**config.mk**
```make
export PLATFORM = sky130hd
export DESIGN_NAME = uart_receiver
export DESIGN_NICKNAME = d
export VERILOG_FILES = /design/src/rtl/uart_receiver.sv
export SDC_FILE = /design/constraint.sdc
export NUM_CORES = 1
export LEC_CHECK = 0
export BUFFER_PORTS_ARGS = -buffer_cell sky130_fd_sc_hd__buf_2
export CAP_MARGIN = 15
export CORE_MARGIN = 1
export CORE_UTILIZATION = 45
export DETAILED_ROUTE_END_ITERATION = 8
export GPL_TIMING_DRIVEN = 0
export PLACE_DENSITY_LB_ADDON = 0.05
export SYNTH_ARGS = -nofsm -noshare
export SYNTH_HDL_FRONTEND = slang
export SYNTH_SLANG_ARGS = --single-unit
```
**constraint.sdc**
```tcl
create_clock -name sysclk -period 3 [get_ports sysclk]
set_input_delay 0.15 -clock sysclk [delete_from_list [all_inputs] [get_ports sysclk]]
set_output_delay 0.15 -clock sysclk [all_outputs]
set_load 0.1 [all_outputs]
```
**src/rtl/uart_receiver.sv**
```systemverilog
// ==== uart_receiver: oversampling 8N1 UART receiver with holding register and status flags (rev 1.0)
// ==== Optional even-parity stage enabled by defining UART_RX_PARITY_EN.
`timescale 1ns/1ps
`default_nettype none

module uart_receiver #(
  parameter int OVS       = 8,
  parameter int DATA_BITS = 8
) (
  input  logic                 sysclk,
  input  logic                 rst_n,
  input  logic                 bclkx8,
  input  logic                 rxd,
  input  logic                 rdrf_clr,
  output logic [DATA_BITS-1:0] rdbus,
  output logic                 rdrf,
  output logic                 fe,
  output logic                 oe,
  output logic                 pe
);

  localparam int CT1W = (OVS > 2) ? $clog2(OVS) : 1;
  localparam logic [CT1W-1:0] C_HALF    = CT1W'(OVS / 2 - 1);
  localparam logic [CT1W-1:0] C_LAST    = CT1W'(OVS - 1);
  localparam logic [3:0]      C_LASTBIT = 4'(DATA_BITS - 1);

  typedef enum logic [2:0] {
    S_IDLE   = 3'd0,
    S_START  = 3'd1,
    S_DATA   = 3'd2,
    S_PARITY = 3'd3,
    S_STOP   = 3'd4
  } state_t;

  state_t                 state_q, state_d;
  logic [CT1W-1:0]        ct1_q, ct1_d;
  logic [3:0]             ct2_q, ct2_d;
  logic [DATA_BITS-1:0]   rsr_q, rsr_d;
  logic                   bclk_q;
  logic [DATA_BITS-1:0]   rdbus_q, rdbus_d;
  logic                   rdrf_q, rdrf_d;
  logic                   fe_q, fe_d;
  logic                   oe_q, oe_d;
  logic                   tick;
  logic                   done;
`ifdef UART_RX_PARITY_EN
  logic                   par_q, par_d;
  logic                   pe_q, pe_d;
`endif

  assign tick = bclkx8 & ~bclk_q;

  always_ff @(posedge sysclk) begin
    if (!rst_n) begin
      state_q <= S_IDLE;
      ct1_q   <= '0;
      ct2_q   <= '0;
      rsr_q   <= '0;
      bclk_q  <= 1'b0;
      rdbus_q <= '0;
      rdrf_q  <= 1'b0;
      fe_q    <= 1'b0;
      oe_q    <= 1'b0;
`ifdef UART_RX_PARITY_EN
      par_q   <= 1'b0;
      pe_q    <= 1'b0;
`endif
    end else begin
      state_q <= state_d;
      ct1_q   <= ct1_d;
      ct2_q   <= ct2_d;
      rsr_q   <= rsr_d;
      bclk_q  <= bclkx8;
      rdbus_q <= rdbus_d;
      rdrf_q  <= rdrf_d;
      fe_q    <= fe_d;
      oe_q    <= oe_d;
`ifdef UART_RX_PARITY_EN
      par_q   <= par_d;
      pe_q    <= pe_d;
`endif
    end
  end

  always_comb begin
    state_d = state_q;
    ct1_d   = ct1_q;
    ct2_d   = ct2_q;
    rsr_d   = rsr_q;
    rdbus_d = rdbus_q;
    rdrf_d  = rdrf_q;
    fe_d    = fe_q;
    oe_d    = oe_q;
    done    = 1'b0;
`ifdef UART_RX_PARITY_EN
    par_d   = par_q;
    pe_d    = pe_q;
`endif

    if (tick) begin
      case (state_q)
        S_IDLE: begin
          if (!rxd) begin
            state_d = S_START;
            ct1_d   = '0;
          end
        end
        S_START: begin
          // Mid start bit: a high line here was a glitch, not a frame.
          if (ct1_q == C_HALF) begin
            if (!rxd) begin
              state_d = S_DATA;
              ct1_d   = '0;
              ct2_d   = '0;
            end else begin
              state_d = S_IDLE;
            end
          end else begin
            ct1_d = ct1_q + 1'b1;
          end
        end
        S_DATA: begin
          if (ct1_q == C_LAST) begin
            rsr_d = {rxd, rsr_q[DATA_BITS-1:1]};
            ct1_d = '0;
            ct2_d = ct2_q + 4'd1;
            if (ct2_q == C_LASTBIT) begin
`ifdef UART_RX_PARITY_EN
              state_d = S_PARITY;
`else
              state_d = S_STOP;
`endif
            end
          end else begin
            ct1_d = ct1_q + 1'b1;
          end
        end
`ifdef UART_RX_PARITY_EN
        S_PARITY: begin
          if (ct1_q == C_LAST) begin
            par_d   = rxd;
            ct1_d   = '0;
            state_d = S_STOP;
          end else begin
            ct1_d = ct1_q + 1'b1;
          end
        end
`endif
        S_STOP: begin
          if (ct1_q == C_LAST) begin
            done    = 1'b1;
            ct1_d   = '0;
            state_d = S_IDLE;
          end else begin
            ct1_d = ct1_q + 1'b1;
          end
        end
        default: state_d = S_IDLE;
      endcase
    end

    if (rdrf_clr) begin
      rdrf_d = 1'b0;
      oe_d   = 1'b0;
    end

    // Frame completion takes priority over a coincident host clear.
    if (done) begin
      rdbus_d = rsr_q;
      rdrf_d  = 1'b1;
      fe_d    = ~rxd;
      oe_d    = rdrf_q & ~rdrf_clr;
`ifdef UART_RX_PARITY_EN
      pe_d    = (^rsr_q) ^ par_q;
`endif
    end
  end

  assign rdbus = rdbus_q;
  assign rdrf  = rdrf_q;
  assign fe    = fe_q;
  assign oe    = oe_q;
`ifdef UART_RX_PARITY_EN
  assign pe    = pe_q;
`else
  assign pe    = 1'b0;
`endif

endmodule

`default_nettype wire
```
### Yosys cells after proc, flatten, opt, wreduce, memory -nomap -nowiden

Index checks and enable logic that the tools add are counted.

* register bits: 30
* input bits: 5
* output and inout port bits: 12
* logic and storage cells: 58

* $add $sub $neg: 2
* eq/ne operators: 12
* multiplexer cells: 21
* bitwise logic cells: 5
* reduce and logical (&&, ||, !) cells: 9

Operators by type and width (number)
* $mux W3: 8
* $mux W4: 3
* $ne A2 B2 Y1 const B: 6
* $pmux W3 S4: 1
* $pmux W3 S3: 1
* $pmux W4 S2: 1
* $eq A3 B2 Y1 const B: 2
* $eq A3 B3 Y1 const B: 2
* $mux W1: 6
* $reduce_and A6 Y1: 1
* $reduce_and A5 Y1: 1
* $add A4 B1 Y4 const B: 1
* $eq A4 B3 Y1 const B: 1
* $reduce_bool A2 Y1: 2
* $add A3 B1 Y3 const B: 1
* $eq A3 B1 Y1 const B: 1
* $logic_not A3 Y1: 1
* $not A1 Y1: 3
* $reduce_and A3 Y1: 1
* $reduce_bool A3 Y1: 1
* $and A1 B1 Y1: 2
* $mux W2: 1
* $reduce_and A2 Y1: 1
* $reduce_or A2 Y1: 1

### Longest topological paths before layout

* word-level depth: 5
* depth in mapped cells: 7
* mapped depth without buffers: 6

### Worst setup path before layout

OpenSTA, ideal clock, no wires.

* kind: register to register
* start point: register ct1_q[0]
* end point: register rdbus_q[0] (netlist: rdbus[0])
* library setup time: 129 ps
* arrival time: 1448 ps
* required time: 2871 ps
* slack: 1424 ps
* stages on the path, launching flop included: 8
* path buffers: 1
* period minus slack after synthesis: 1576 ps
* cell sequence: dfxtp_1 > ha_1 > ha_1 > and3b_1 > nand3_1 > buf_4 > mux2i_1 > nor2_1

* word-level cells in the longest chain between the ends: 4

RTL lines
* start, declared: RTL line 36 `logic [CT1W-1:0] ct1_q, ct1_d;`
* start signal, assigned: RTL line 70 `ct1_q <= ct1_d;`
* $eq A3 B3 Y1: RTL line 150 `if (ct1_q == C_LAST) begin`
* $mux W1: RTL line 150
* $mux W1: RTL line 101 `case (state_q)`
* $mux W1: RTL line 100 `if (tick) begin`
* end signal, assigned: RTL line 74 `rdbus_q <= rdbus_d;`
* end, declared: RTL line 40 `logic [DATA_BITS-1:0] rdbus_q, rdbus_d;`

No other way between the ends.
A chain may end at the register's enable or synchronous reset.

### Worst setup path in the final report

* start point: register ct1_q[0]
* end point: register ct2_q[3]

* word-level cells in the longest chain between the ends: 3
* elaborated cells between the ends (all ways): 5
* classes of those cells: 4 x eq/ne; 1 x reduce/logical

RTL lines
* $eq A3 B3 Y1 or $eq A3 B2 Y1 (tied branches): RTL line 123, 110
* $ne A2 B2 Y1 (no source line)
* $reduce_and A5 Y1 (no source line) (*)
* end signal, assigned: RTL line 71 `ct2_q <= ct2_d;`
* end, declared: RTL line 37 `logic [3:0] ct2_q, ct2_d;`

Every way passes the cells marked *; elsewhere a longest branch is shown, timed or not.

==> reports/metrics.yaml <==
synth:
  syn_nets: 161
  synth_top_family_by_area: "simple AND/OR/NAND/NOR gates"
  synth_area_mm2: 0.00140
  yosysWarningCount: 0
  synthAdderAreaFrac: 0.0357
  synth-xor-area-share: 0.00625
  syn_inst: 152
  avgSynthCellArea_um2: 9.22
  async_reset_ff_frac: 0
  synth.distinct_cells: 42
  synth_top_area_cell: "dfxtp_1"
  ys.flop_type: "dfxtp_1"
  synthTopCellsByArea: "dfxtp_1 43%, mux2i_1 7.9%, a21oi_1 4.3%"
  synthDominantCellAreaShare: 0.429
  synth_seq_area_share: 0.429
  synth_seq_cells: 30
  synth_compound_area_frac: 0.138
  synthMuxAreaShare: 0.0786
  synth-simple-area-share: 0.252
  synth-edff-count: 0
sta:
  finalClockSkew_ns: 0.00625
  period_needed_ns: 1.83
  max_freq_ghz: 0.546
  rsz0062_at_grt: "false"
  fin_ws_ns: 1.17
  finalCritPeriodShare: 0.610
  finalSetupTns_ns: 0
  hold_viol: 0
  final_max_slew_viol_count: 0
  finalSetupViolCount: 0
floorplanning:
  start_util: 0.491
  die_area_mm2: 0.00334
  die_h_um: 57.8
  rows: 19
  die_w_um: 57.8
  fp.coreArea_mm2: 0.00285
  ioPinCount: 17
cts:
  cts_sinks: 30
  cts-root-buf: "clkbuf_4"
  ctsHoldBuffers: 1
  cts_resized: 0
  clockBufferDepth: 2
  cts_setup_buffers: 0
  clk_latency_ns: 0.32
  cts_made_buffers: 5
  cts_tree: "built"
  cts_htree_levels: 2
  clkSlewWorstSetupHoldPaths_ns: 0.09
drt:
  viasPerCell: 5.57
  avgRoutedWirePerCell_um: 13.2
  antenna_left: 0
  vias: 1153
  firstDrtPassIters: 6
  post-route-drc-count: 2
  wirelength_um: 2740
  drtIter0Drc: 27
power_and_ir_drop:
  pwr-share-seq: 0.460
  p_switching_uw: 174
  p_leak_uw: 0.000694
  p_int_uw: 700
  pwr-share-comb: 0.055
  sw_frac_of_total: 0.199
  p_clk_frac: 0.485
  peakVddDrop_mv: 0.324
  p_per_area_mw_per_mm2: 534
run_status:
  status: "finished, violations left"
  violations: "DRC"
global_route:
  grt.total_usage: 0.190
  grt_pass1_vias: 1009
  grt_start_max_net_pins: 11
  grt_remaining_overflow: 0
  grt_pass1_wl_um: 4790
  antenna_found_initial: 0
layout:
  drive_gt1_frac: 0.222
  final_nets: 184
  n_antenna_cell: 0
  area_delta_synth_final_pct: 16.8
hold_path:
  holdCritStartpoint: "bclkx8"
  hp-class: "in2reg"
place:
  io_buffer_count: 15
  place_ws_ns: 1.20
  gp_congestion: 0.753
  hpwl_um: 1950
critical_path:
  required_ns: 3.27
  cpMaxStageDelayCell: "clkbuf_1"
  crit_path_cell_trace: "ha_1 > ha_1 > and3b_1 > clkbuf_1 > nand3_2 > a21oi_1 > a41o_1"
  startpoint: "ct1_q[0]"
  max_stage_delay_ns: 0.41
  path_class: "reg2reg"
  cp_data_arrival_time_ns: 2.10
  timing.critical_path.to: "ct2_q[3]"
  end_kind: "flop"
  worst-path-max-fanout: 10
  timing.rr.end: "ct2_q[3]"
  r2r_cells: 7
  crit_top_cell: "ha_1"
  start_kind: "flop"
  reg2reg_from: "ct1_q[0]"
  r2r_slack_ns: 1.17
job:
  maxCapViolations: 0
## area by class of cell
cell class	instances	area, um^2
Buffer	11	71.3
Clock buffer	6	51.3
Timing Repair Buffer	16	85.1
Fill cell	260	1220
Multi-Input combinational cell	108	718
Clock inverter	2	60.1
Sequential cell	30	601
Tap cell	31	38.8
Inverter	3	11.3
## cell usage in the layout, fill, tap and decap left out, types with 5 or more instances in the layout
cell type	count
nand2_1	15
clkbuf_1	5
dfxtp_1	30
nand3_1	10
a21oi_1	12
nor2_1	11
buf_2	15
mux2i_1	11
clkbuf_4	5
## cell usage after synthesis, types with 2 or more instances
master / n
dfxtp_1: 30
nand2_1: 15
a21oi_1: 12
mux2i_1: 11
nor2_1: 11
nand3_1: 10
clkbuf_1: 5
buf_4: 4
ha_1: 4
nand4_1: 4
o21ai_1: 4
inv_1: 3
nand2b_1: 3
nor3_1: 3
buf_6: 2
nand4bb_1: 2
nor4b_1: 2
o21ai_0: 2
o32ai_1: 2
## how the worst min path moves through the flow
| stage | end | depth (start not counted) |
|---|---|---|
| after floorplan | oe | 1 |
| after global placement | oe | 2 |
| after detailed placement | oe | 2 |
| after CTS | bclk_q | 2 |
| after global routing | bclk_q | 2 |
| final | bclk_q | 2 |
## routing by layer
| layer | vias to the layer above | global-route usage | part of all wire |
|---|---|---|---|
| met2 | 27 | 0.271 | 0.41 |
| met1 | 534 | 0.271 | 0.52 |
| met4 | 0 | 0.0714 | 0.018 |
| met3 | 5 | 0.0536 | 0.047 |
| li1 | 587 | - | - |
| met5 | - | 0 | 0 |
## through the flow
step	cell area [um^2]	hold slack (ns)	utilization	power [uW]	instances
floorplan	1400	0.229	-	446	152
global placement	1520	0.326	0.531	458	198
detailed placement	1520	0.328	0.531	459	198
CTS	1640	0.0617	0.574	886	207
global route	1640	0.0751	0.574	909	207
finish	1640	0.0752	0.574	874	207
## worst max-delay path, delay by kind of cell, from the launching register on
kind / cells / cell delay (ns)
AND/OR/NAND/NOR: 2 / 0.38
AO/OA/AOI/OAI: 2 / 0.24
buffers and inverters: 1 / 0.41
flip-flops: 1 / 0.36
adder cells (fa/ha/maj): 2 / 0.40
## power groups by stage
stage | clock network, uW | registers (uW) | logic, uW
3_5_place_dp | 0 | 412 | 46.8
3_3_place_gp | 0 | 412 | 46.1
4_1_cts | 436 | 403 | 47.9
6_report | 424 | 402 | 47.9
5_1_grt | 453 | 403 | 52.9
2_1_floorplan | 0 | 411 | 34.6
## cells by family after synthesis
family,Yosys count
AND/OR/NAND/NOR,62
buffers and inverters,14
XOR/XNOR,1
flip-flops,30
adder cells (fa/ha/maj),4
multiplexers,11
AO/OA/AOI/OAI,29
other,1
## sequential cells by signal, indices dropped and copies added, names as in the netlist
name     flops
state_q      3
rdbus        8
oe           1
rsr_q        8
rdrf         1
ct1_q        3
bclk_q       1
fe           1
ct2_q        4
(Power assumes the default switching activity.)
